--- config.mk ---
export PLATFORM = sky130hd
export DESIGN_NAME = instr_encoder
export DESIGN_NICKNAME = d
export VERILOG_FILES = /design/src/rtl/instr_encoder.sv
export SDC_FILE = /design/constraint.sdc
export NUM_CORES = 1
export LEC_CHECK = 0
export ABC_CLOCK_PERIOD_IN_PS = 5380
export CORE_ASPECT_RATIO = 1.1
export CORE_MARGIN = 5
export CORE_UTILIZATION = 30
export DETAILED_ROUTE_END_ITERATION = 8
export SLEW_MARGIN = 30
export SYNTH_ARGS = -nofsm -noshare
export SYNTH_HDL_FRONTEND = slang
export SYNTH_SLANG_ARGS = --single-unit
--- constraint.sdc ---
create_clock -name clk -period 5.38 [get_ports clk]
set_input_delay 1.345 -clock clk [delete_from_list [all_inputs] [get_ports clk]]
set_output_delay 1.345 -clock clk [all_outputs]
set_load 0.01 [all_outputs]
--- src/rtl/instr_encoder.sv ---
// Packs control-unit instruction fields into a 32-bit word and buffers it in a
// DEPTH-entry valid/ready FIFO; rejected field sets (read & write) are counted.
module instr_encoder #(
    parameter int DEPTH = 4,
    parameter int CNT_W = 8
) (
    input  logic                     clk,
    input  logic                     rst_n,
    input  logic                     in_valid,
    output logic                     in_ready,
    input  logic [15:0]              in_data,
    input  logic [4:0]               in_addr1,
    input  logic                     in_read,
    input  logic                     in_write,
    input  logic                     in_load_imm,
    input  logic [3:0]               in_opcode,
    input  logic [3:0]               in_flags,
    output logic                     out_valid,
    input  logic                     out_ready,
    output logic [31:0]              out_instr,
    output logic [$clog2(DEPTH):0]   level,
    output logic                     err_illegal,
    output logic [CNT_W-1:0]         err_cnt
);

    localparam int PTR_W = $clog2(DEPTH);
    localparam int LVL_W = PTR_W + 1;

    logic [31:0]      mem [DEPTH];
    logic [PTR_W-1:0] wr_ptr;
    logic [PTR_W-1:0] rd_ptr;
    logic [31:0]      word;
    logic             accept;
    logic             illegal;
    logic             push;
    logic             pop;
    logic             reject;

    assign word      = {in_data, in_addr1, in_read, in_write, in_load_imm, in_opcode, in_flags};
    assign in_ready  = (level != LVL_W'(DEPTH));
    assign out_valid = (level != '0);
    assign accept    = in_valid & in_ready;
    assign illegal   = in_read & in_write;
    assign push      = accept & ~illegal;
    assign reject    = accept & illegal;
    assign pop       = out_valid & out_ready;
    // Head is gated so an emptied FIFO always presents zero, even with stale storage.
    assign out_instr = out_valid ? mem[rd_ptr] : '0;

    always_ff @(posedge clk) begin
        if (push) begin
            mem[wr_ptr] <= word;
        end
    end

    always_ff @(posedge clk) begin
        if (!rst_n) begin
            wr_ptr      <= '0;
            rd_ptr      <= '0;
            level       <= '0;
            err_illegal <= 1'b0;
            err_cnt     <= '0;
        end else begin
            if (push) begin
                wr_ptr <= wr_ptr + PTR_W'(1);
            end
            if (pop) begin
                rd_ptr <= rd_ptr + PTR_W'(1);
            end
            case ({push, pop})
                2'b10:   level <= level + LVL_W'(1);
                2'b01:   level <= level - LVL_W'(1);
                default: level <= level;
            endcase
            err_illegal <= reject;
            if (reject && (err_cnt != '1)) begin
                err_cnt <= err_cnt + CNT_W'(1);
            end
        end
    end

endmodule
; ---- After elaboration in Yosys (flattened, before gate mapping)
; Memory sizes are Yosys's and may differ from the RTL's. A register that Yosys moved wholly into a read port is not among the register bits.
; Cells that the tools add are included.
[totals]
register_bits = 16
ramBits = 128
in_bits = 36
output_inout_bits = 46
elab_cells = 30
n_memories = 1
[mem_list]
columns = memory, words, word_bits, read_ports, rd_ports_with_merged_regs, write_ports, line_no
row1 = mem, 4, 32, 1, 1, 1, 29  ; logic [31:0] mem [DEPTH];
[op_classes]
n_addsub = 5
eq_ne = 4
muxes = 6
n_bitwise = 6
reduce_logical = 3
[ops]
columns = operator, count
row1 = $mux W32, 1
row2 = $add A8 B1 Y8 const B, 1
row3 = $ne A8 B8 Y1 const B, 1
row4 = $pmux W3 S2, 1
row5 = $and A1 B1 Y1, 5
row6 = $add A2 B1 Y2 const B, 2
row7 = $mux W2, 2
row8 = $add A3 B1 Y3 const B, 1
row9 = $ne A3 B3 Y1 const B, 1
row10 = $reduce_bool A3 Y1, 1
row11 = $sub A3 B1 Y3 const B, 1
row12 = $eq A2 B1 Y1 const B, 1
row13 = $eq A2 B2 Y1 const B, 1
row14 = $mux W1, 2
row15 = $reduce_bool A2 Y1, 1
row16 = $logic_and A1 B1 Y1, 1
row17 = $not A1 Y1, 1

; ---- Logic depth before layout (Yosys ltp)
; Gate-level depths: netlist of run 1.
[depth]
word_depth = 5
depth_mapped = 11
mapped_depth_nobuf = 10

; ---- Worst setup path before layout of run 1
; No wires, ideal clock.
[synth_path]
path_kind = in2reg
startpoint = input in_read
endpoint = register level[2]
setup_ns = 0.070
arrival_ns = 2.960
required_time_ns = 5.310
setup_slack_ns = 2.351
stages = 10
path_buffers = 1
cell_sequence = nand2_1 > and3_1 > buf_6 > clkinv_4 > ha_1 > inv_1 > fa_1 > xor2_1 > or3_2 > a21oi_1
[synth_via]
elab_chain_cells = 5
word_cells_on_any_way = 7
cone_classes = eq/ne: 2 / mux: 1 / bitwise: 3 / reduce/logical: 1
[synth_lines]
columns = item, line_no
row1 = "start, declared", 13  ; input logic in_read,
row2 = $and A1 B1 Y1 *, 43  ; assign illegal = in_read & in_write;
row3 = $not A1 Y1 *, 44  ; assign push = accept & ~illegal;
row4 = $and A1 B1 Y1 *, 44
row5 = $eq A2 B1 Y1 / $eq A2 B2 Y1 (equally long branches), 70  ; case ({push, pop})
row6 = $pmux W3 S2 / $reduce_bool A2 Y1 (equally long branches), n/a
row7 = "end signal, assigned", 71  ; 2'b10: level <= level + LVL_W'(1);
row8 = "end signal, assigned", 72  ; 2'b01: level <= level - LVL_W'(1);
row9 = "end signal, assigned", 73  ; default: level <= level;
row10 = "end, declared", 21  ; output logic [$clog2(DEPTH):0] level,
; Mark *: on every way between the ends. The rest lies on a longest branch, timed or not.
; A chain may end at the register's enable or synchronous reset.

==> results of run 1 <==
[synthesized netlist by cell type, drive strengths merged, types with 3 or more instances]
master / n / share of area [%]
edfxtp: 128 / 67
and2: 37 / 4.1
mux4: 32 / 12
dfxtp: 18 / 6.2
buf: 9 / 1.3
inv: 8 / 0.52
nor2: 8 / 0.52
a21oi: 7 / 0.67
ha: 6 / 1.3
nand2: 6 / 0.43
nand3: 6 / 0.52
clkbuf: 5 / 0.33
nor4: 3 / 0.43
o21ai: 3 / 0.26
or3: 3 / 0.35
xor2: 3 / 0.46
[layout make-up]
type | count | area [um2] | area share (%)
well taps | 247 | 309 | 4.16
repair buffers | 85 | 861 | 11.6
inverters | 10 | 43.8 | 0.590
multi-input cells | 134 | 1430 | 19.3
flip-flops and latches | 146 | 4210 | 56.6
clock inverters | 14 | 146 | 1.97
clock buffers | 17 | 425 | 5.73
[worst max-delay path, cell delays in order, from the launching register on]
cell and delay [ns]:
dfxtp_2 0.56, buf_4 0.35, mux4_2 0.55, and2_1 0.19
clkdlybuf4s50_1 0.48
[path summary, 6_finish.rpt]
path | endpoint | slack (ns)
worst max-delay path | out_instr[1] | 1.48
worst min-delay path | err_cnt[5] | 0.51
worst min register to register | err_cnt[5] | 0.51
worst max register to register | level[2] | 2.75
[sequential cells by signal (all words and copies together), names as in the netlist, named ones only]
register / count
rd_ptr: 2
err_cnt: 8
err_illegal: 1
wr_ptr: 2
mem: 128
level: 3
[kinds of logic (layout without fill, tap and decap cells)]
group | Yosys count | count (layout) | synth area share, %
flops | 146 | 146 | 72.9
buf+inv | 24 | 126 | 2.34
simple gates | 72 | 72 | 7.79
fa+ha+maj | 7 | 7 | 1.65
mux | 33 | 33 | 12.7
compound gates | 17 | 17 | 1.91
xor+xnor | 5 | 5 | 0.759
[power breakdown]
group | internal, uW | switching, uW
clock | 714 | 422
sequential | 1330 | 69.4
combinational | 584 | 445
total | 2630 | 937
[routing by layer]
metal	vias up	part of all wire, %	track usage [%]
li1	1370	-	-
met1	1491	41	13.0
met2	80	53	18.7
met3	14	5.2	3.26
met4	0	1.5	4.43
met5	-	0	0
[metrics by stage]
step / instances / hold slack, ns / worst slack, ns / utilization (%) / area, um2
CTS: 652 / 0.515 / 1.38 / 38.9 / 7400
global route: 653 / 0.543 / 1.29 / 39.0 / 7430
global placement: 621 / 0.493 / 1.72 / 35.9 / 6830
detailed placement: 621 / 0.504 / 1.61 / 35.9 / 6830
finish: 653 / 0.510 / 1.48 / 39.0 / 7430
floorplan: 304 / 0.474 / 2.35 / - / 5770
==> results.json, run 1 <==
{
  "status": "complete, no violations",
  "port_buffers": 81,
  "synthDistinctLibCells": 42,
  "critPathKind": "reg -> out",
  "drive_gt1_share_pct": 19.0,
  "layout_common_cells": "edfxtp_1, clkdlybuf4s50_1, mux4_2, and2_1, clkbuf_16",
  "fin_skew_ns": 0.00631,
  "yosysSeqAreaShare_pct": 72.9,
  "avgSynthCellArea_um2": 19.0,
  "fin_crit_sh_pct": 72.4,
  "antenna_found_initial": 0,
  "worstPathRequired_ns": 4.03,
  "chipWidth_um": 142,
  "ir_drop_v": 0.000210,
  "fin_nets": 437,
  "reg2reg_depth": 10,
  "drt_pre_antenna_iters": 4,
  "leakage_uw": 0.00239,
  "ys_ff_latch": 146,
  "cts_tree": "done",
  "yosys_warnings": 0,
  "core_um2": 19000,
  "rsz0062_at_grt": "no",
  "nFillCells": 1709,
  "ys_async_sr_fraction_pct": 0,
  "max_cap_viol_count": 0,
  "ios": 82,
  "p_per_area_nw_per_um2": 480,
  "cp.arrival_ns": 2.55,
  "tightest_slew_ns": 0.934,
  "via_per_inst": 4.53,
  "clk_pin_slew_ns": 0.06,
  "antenna_left": 0,
  "cts_root_buffer": "clkbuf_16",
  "cp_max_fo": 12,
  "gr-total-overflow": 0,
  "post_cts_resized": 0,
  "r2r-start": "level[2]",
  "start_kind": "flop",
  "total_power_uw": 3570,
  "n_antenna_cell": 0,
  "remaining_drc_errors": 0,
  "hold_path_class": "reg -> reg",
  "fin_tns_setup_ns": 0,
  "slew_headroom_pct": 37.7,
  "cts_made_buffers": 17,
  "drt_iter0_drc": 134,
  "synth_edf_count": 128,
  "clock_latency_ns": 0.41,
  "min_period_ns": 3.90,
  "slew_violations": 0,
  "area_growth_pct": 28.7,
  "grt_pass1_vias": 3320,
  "wl_um": 11600,
  "placement_rows": 53,
  "initial_core_util_pct": 30.3,
  "holdBufCountCts": 0,
  "gp_congestion": 0.758,
  "grt_usage_pct": 11.0,
  "hold_viol": 0,
  "wl_per_cell_um": 17.7,
  "cts_buffer_depth": 2,
  "synth_area_um2": 5770,
  "final_common_cell": "edfxtp_1",
  "dieArea_um2": 22100,
  "cp-end-kind": "output port",
  "num_vias": 2955,
  "htree_levels": 4,
  "grt_pass1_wl_um": 18200,
  "cts_setup_buffers": 0,
  "synth-main-ff-cell": "edfxtp_1",
  "min_path_cells": 2,
  "hold_start": "err_cnt[5]",
  "die_y_um": 155,
  "cts_num_sinks": 146,
  "max_freq_mhz": 257,
  "setup_viol_count_final": 0,
  "synthCells": 304,
  "synth_nets": 347,
  "grt_max_degree": 36,
  "hpwlAfterDp_um": 7110
}
Power figures use the tool's default switching activity.
==> inputs of run 2 (changes only) <==
--- a/config.mk
+++ b/config.mk
@@ -5,7 +5,7 @@
 export SDC_FILE = /design/constraint.sdc
 export NUM_CORES = 1
 export LEC_CHECK = 0
-export ABC_CLOCK_PERIOD_IN_PS = 5380
+export ABC_CLOCK_PERIOD_IN_PS = 3420
 export CORE_ASPECT_RATIO = 1.1
 export CORE_MARGIN = 5
 export CORE_UTILIZATION = 30
==> constraint.sdc (replaced) <==
create_clock -name clk -period 3.42 [get_ports clk]
set_input_delay 0.855 -clock clk [delete_from_list [all_inputs] [get_ports clk]]
set_output_delay 0.855 -clock clk [all_outputs]
set_load 0.01 [all_outputs]
==> results.json, run 2 (same netlist as run 1, synthesis figures left out) <==
{
  "status": "complete, no violations",
  "clock_latency_ns": 0.41,
  "die_y_um": 155,
  "place_inst": 631,
  "ir_drop_v": 0.000369,
  "dpl_cell_area_um2": 6910,
  "cts_made_buffers": 17,
  "fin_tns_setup_ns": 0,
  "via_per_inst": 4.58,
  "layout_common_cells": "edfxtp_1, clkdlybuf4s50_1, mux4_2, and2_1, clkbuf_16",
  "worstPathCellList": "buf_4 -> mux4_2 -> and2_1 -> clkdlybuf4s50_1",
  "cp.arrival_ns": 2.32,
  "gr-total-overflow": 0,
  "hpwlAfterDp_um": 7420,
  "grt_pass1_vias": 3240,
  "final_cell_count_no_fill": 662,
  "critPathKind": "reg -> out",
  "fin_crit_sh_pct": 92.9,
  "top_register": "mem",
  "wl_per_cell_um": 17.7,
  "core_um2": 19000,
  "hold_slack_ns": 0.509,
  "largest_reg_flops": 128,
  "htree_levels": 4,
  "grt_usage_pct": 11.2,
  "cts_root_buffer": "clkbuf_16",
  "max_stage_delay_ns": 0.54,
  "hold_path_class": "reg -> reg",
  "cp-end-kind": "output port",
  "clk_pin_slew_ns": 0.06,
  "grt_pass1_wl_um": 18300,
  "total_power_uw": 5820,
  "n_antenna_cell": 0,
  "tightest_slew_ns": 0.498,
  "final_common_cell": "edfxtp_1",
  "placement_rows": 53,
  "antenna_found_initial": 0,
  "holdBufCountCts": 0,
  "p_per_area_nw_per_um2": 772,
  "wl_um": 11700,
  "multi_input_area_um2": 1430,
  "fin_skew_ns": 0.00934,
  "ios": 82,
  "chipWidth_um": 142,
  "rsz0062_at_grt": "no",
  "cts_buffer_depth": 2,
  "nFillCells": 1718,
  "drt_iter0_drc": 146,
  "dieArea_um2": 22100,
  "gp_congestion": 0.736,
  "start_kind": "flop",
  "reg_top3": "mem x128, err_cnt x8, level x3",
  "max_cap_viol_count": 0,
  "grt_max_degree": 24,
  "worstPathRequired_ns": 2.56,
  "design_area_um2": 7540,
  "remaining_drc_errors": 0,
  "cts_setup_buffers": 0,
  "min_period_ns": 3.18,
  "fin_nets": 446,
  "max_freq_mhz": 315,
  "num_vias": 3031,
  "slowest_stage": "mux4_2",
  "drive_gt1_share_pct": 21.9,
  "hold_viol": 0,
  "slew_violations": 0,
  "setup_viol_count_final": 0,
  "area_growth_pct": 30.8,
  "cts_tree": "done",
  "cp_max_fo": 19,
  "drt_pre_antenna_iters": 4,
  "post_cts_resized": 0,
  "port_buffers": 81,
  "antenna_left": 0,
  "seqCellArea_um2": 4210,
  "leakage_uw": 0.00247,
  "cts_num_sinks": 146,
  "slew_headroom_pct": 66.8,
  "initial_core_util_pct": 30.3
}
run 2: changes by cell type in the layout (fill, tap and decap cells not counted), moves of 2 or more:
cell and change:
inv_8 +3, clkinvlp_4 -2, inv_6 +2, clkinv_1 -5, buf_4 +9
run 2: report_power, final:
group | total (uW) | leakage, uW | switching (uW) | internal, uW
logic | 1710 | 0.000842 | 760 | 946
registers | 2150 | 0.00132 | 61.3 | 2090
clock network | 1970 | 0.000311 | 733 | 1230
total | 5820 | 0.00247 | 1550 | 4270
run 2: worst paths after layout:
kind | from | to | slack (ns) | cells after the start
worst max-delay path | flop | out_instr[18] | 0.24 | 4
worst min-delay path | wr_ptr[1] | wr_ptr[1] | 0.51 | 2
worst max register to register | level[2] | level[2] | 0.80 | 10
worst min register to register | wr_ptr[1] | wr_ptr[1] | 0.51 | 2
run 2: area by class of cell:
type	instances	area share, %
clock buffers	17	5.64
clock inverters	14	2.69
inverters	10	0.581
multi-input cells	134	19.0
flip-flops and latches	146	55.8
well taps	247	4.10
repair buffers	94	12.2
run 2: critical path: cells and delay by family, from the launching register on:
kind | cells | cell delay (ns)
muxes | 1 | 0.54
DFF | 1 | 0.32
buffers and inverters | 2 | 0.85
and+or+nand+nor | 1 | 0.19
run 2: metrics by stage:
step / utilization [%] / setup slack (ns)
6_report: 39.6 / 0.244
5_1_grt: 39.6 / 0.0780
4_1_cts: 39.6 / 0.161
3_5_place_dp: 36.3 / 0.161
3_3_place_gp: 36.3 / 0.249
2_1_floorplan: - / 0.881
run 2: layer usage:
layer,vias up,wire (um),track usage [%]
met5,-,0,0
met4,0,190,4.39
met3,15,532,3.32
met2,73,6110,18.8
met1,1551,4900,13.5
li1,1392,-,-
==> inputs of run 3 (changes only) <==
--- a/config.mk
+++ b/config.mk
@@ -10,7 +10,7 @@
 export CORE_MARGIN = 5
 export CORE_UTILIZATION = 30
 export DETAILED_ROUTE_END_ITERATION = 8
-export SLEW_MARGIN = 30
+export SLEW_MARGIN = 40
 export SYNTH_ARGS = -nofsm -noshare
 export SYNTH_HDL_FRONTEND = slang
 export SYNTH_SLANG_ARGS = --single-unit
==> results of run 3 <==
No change in the layout: final DEF, timing and power equal those of run 2.
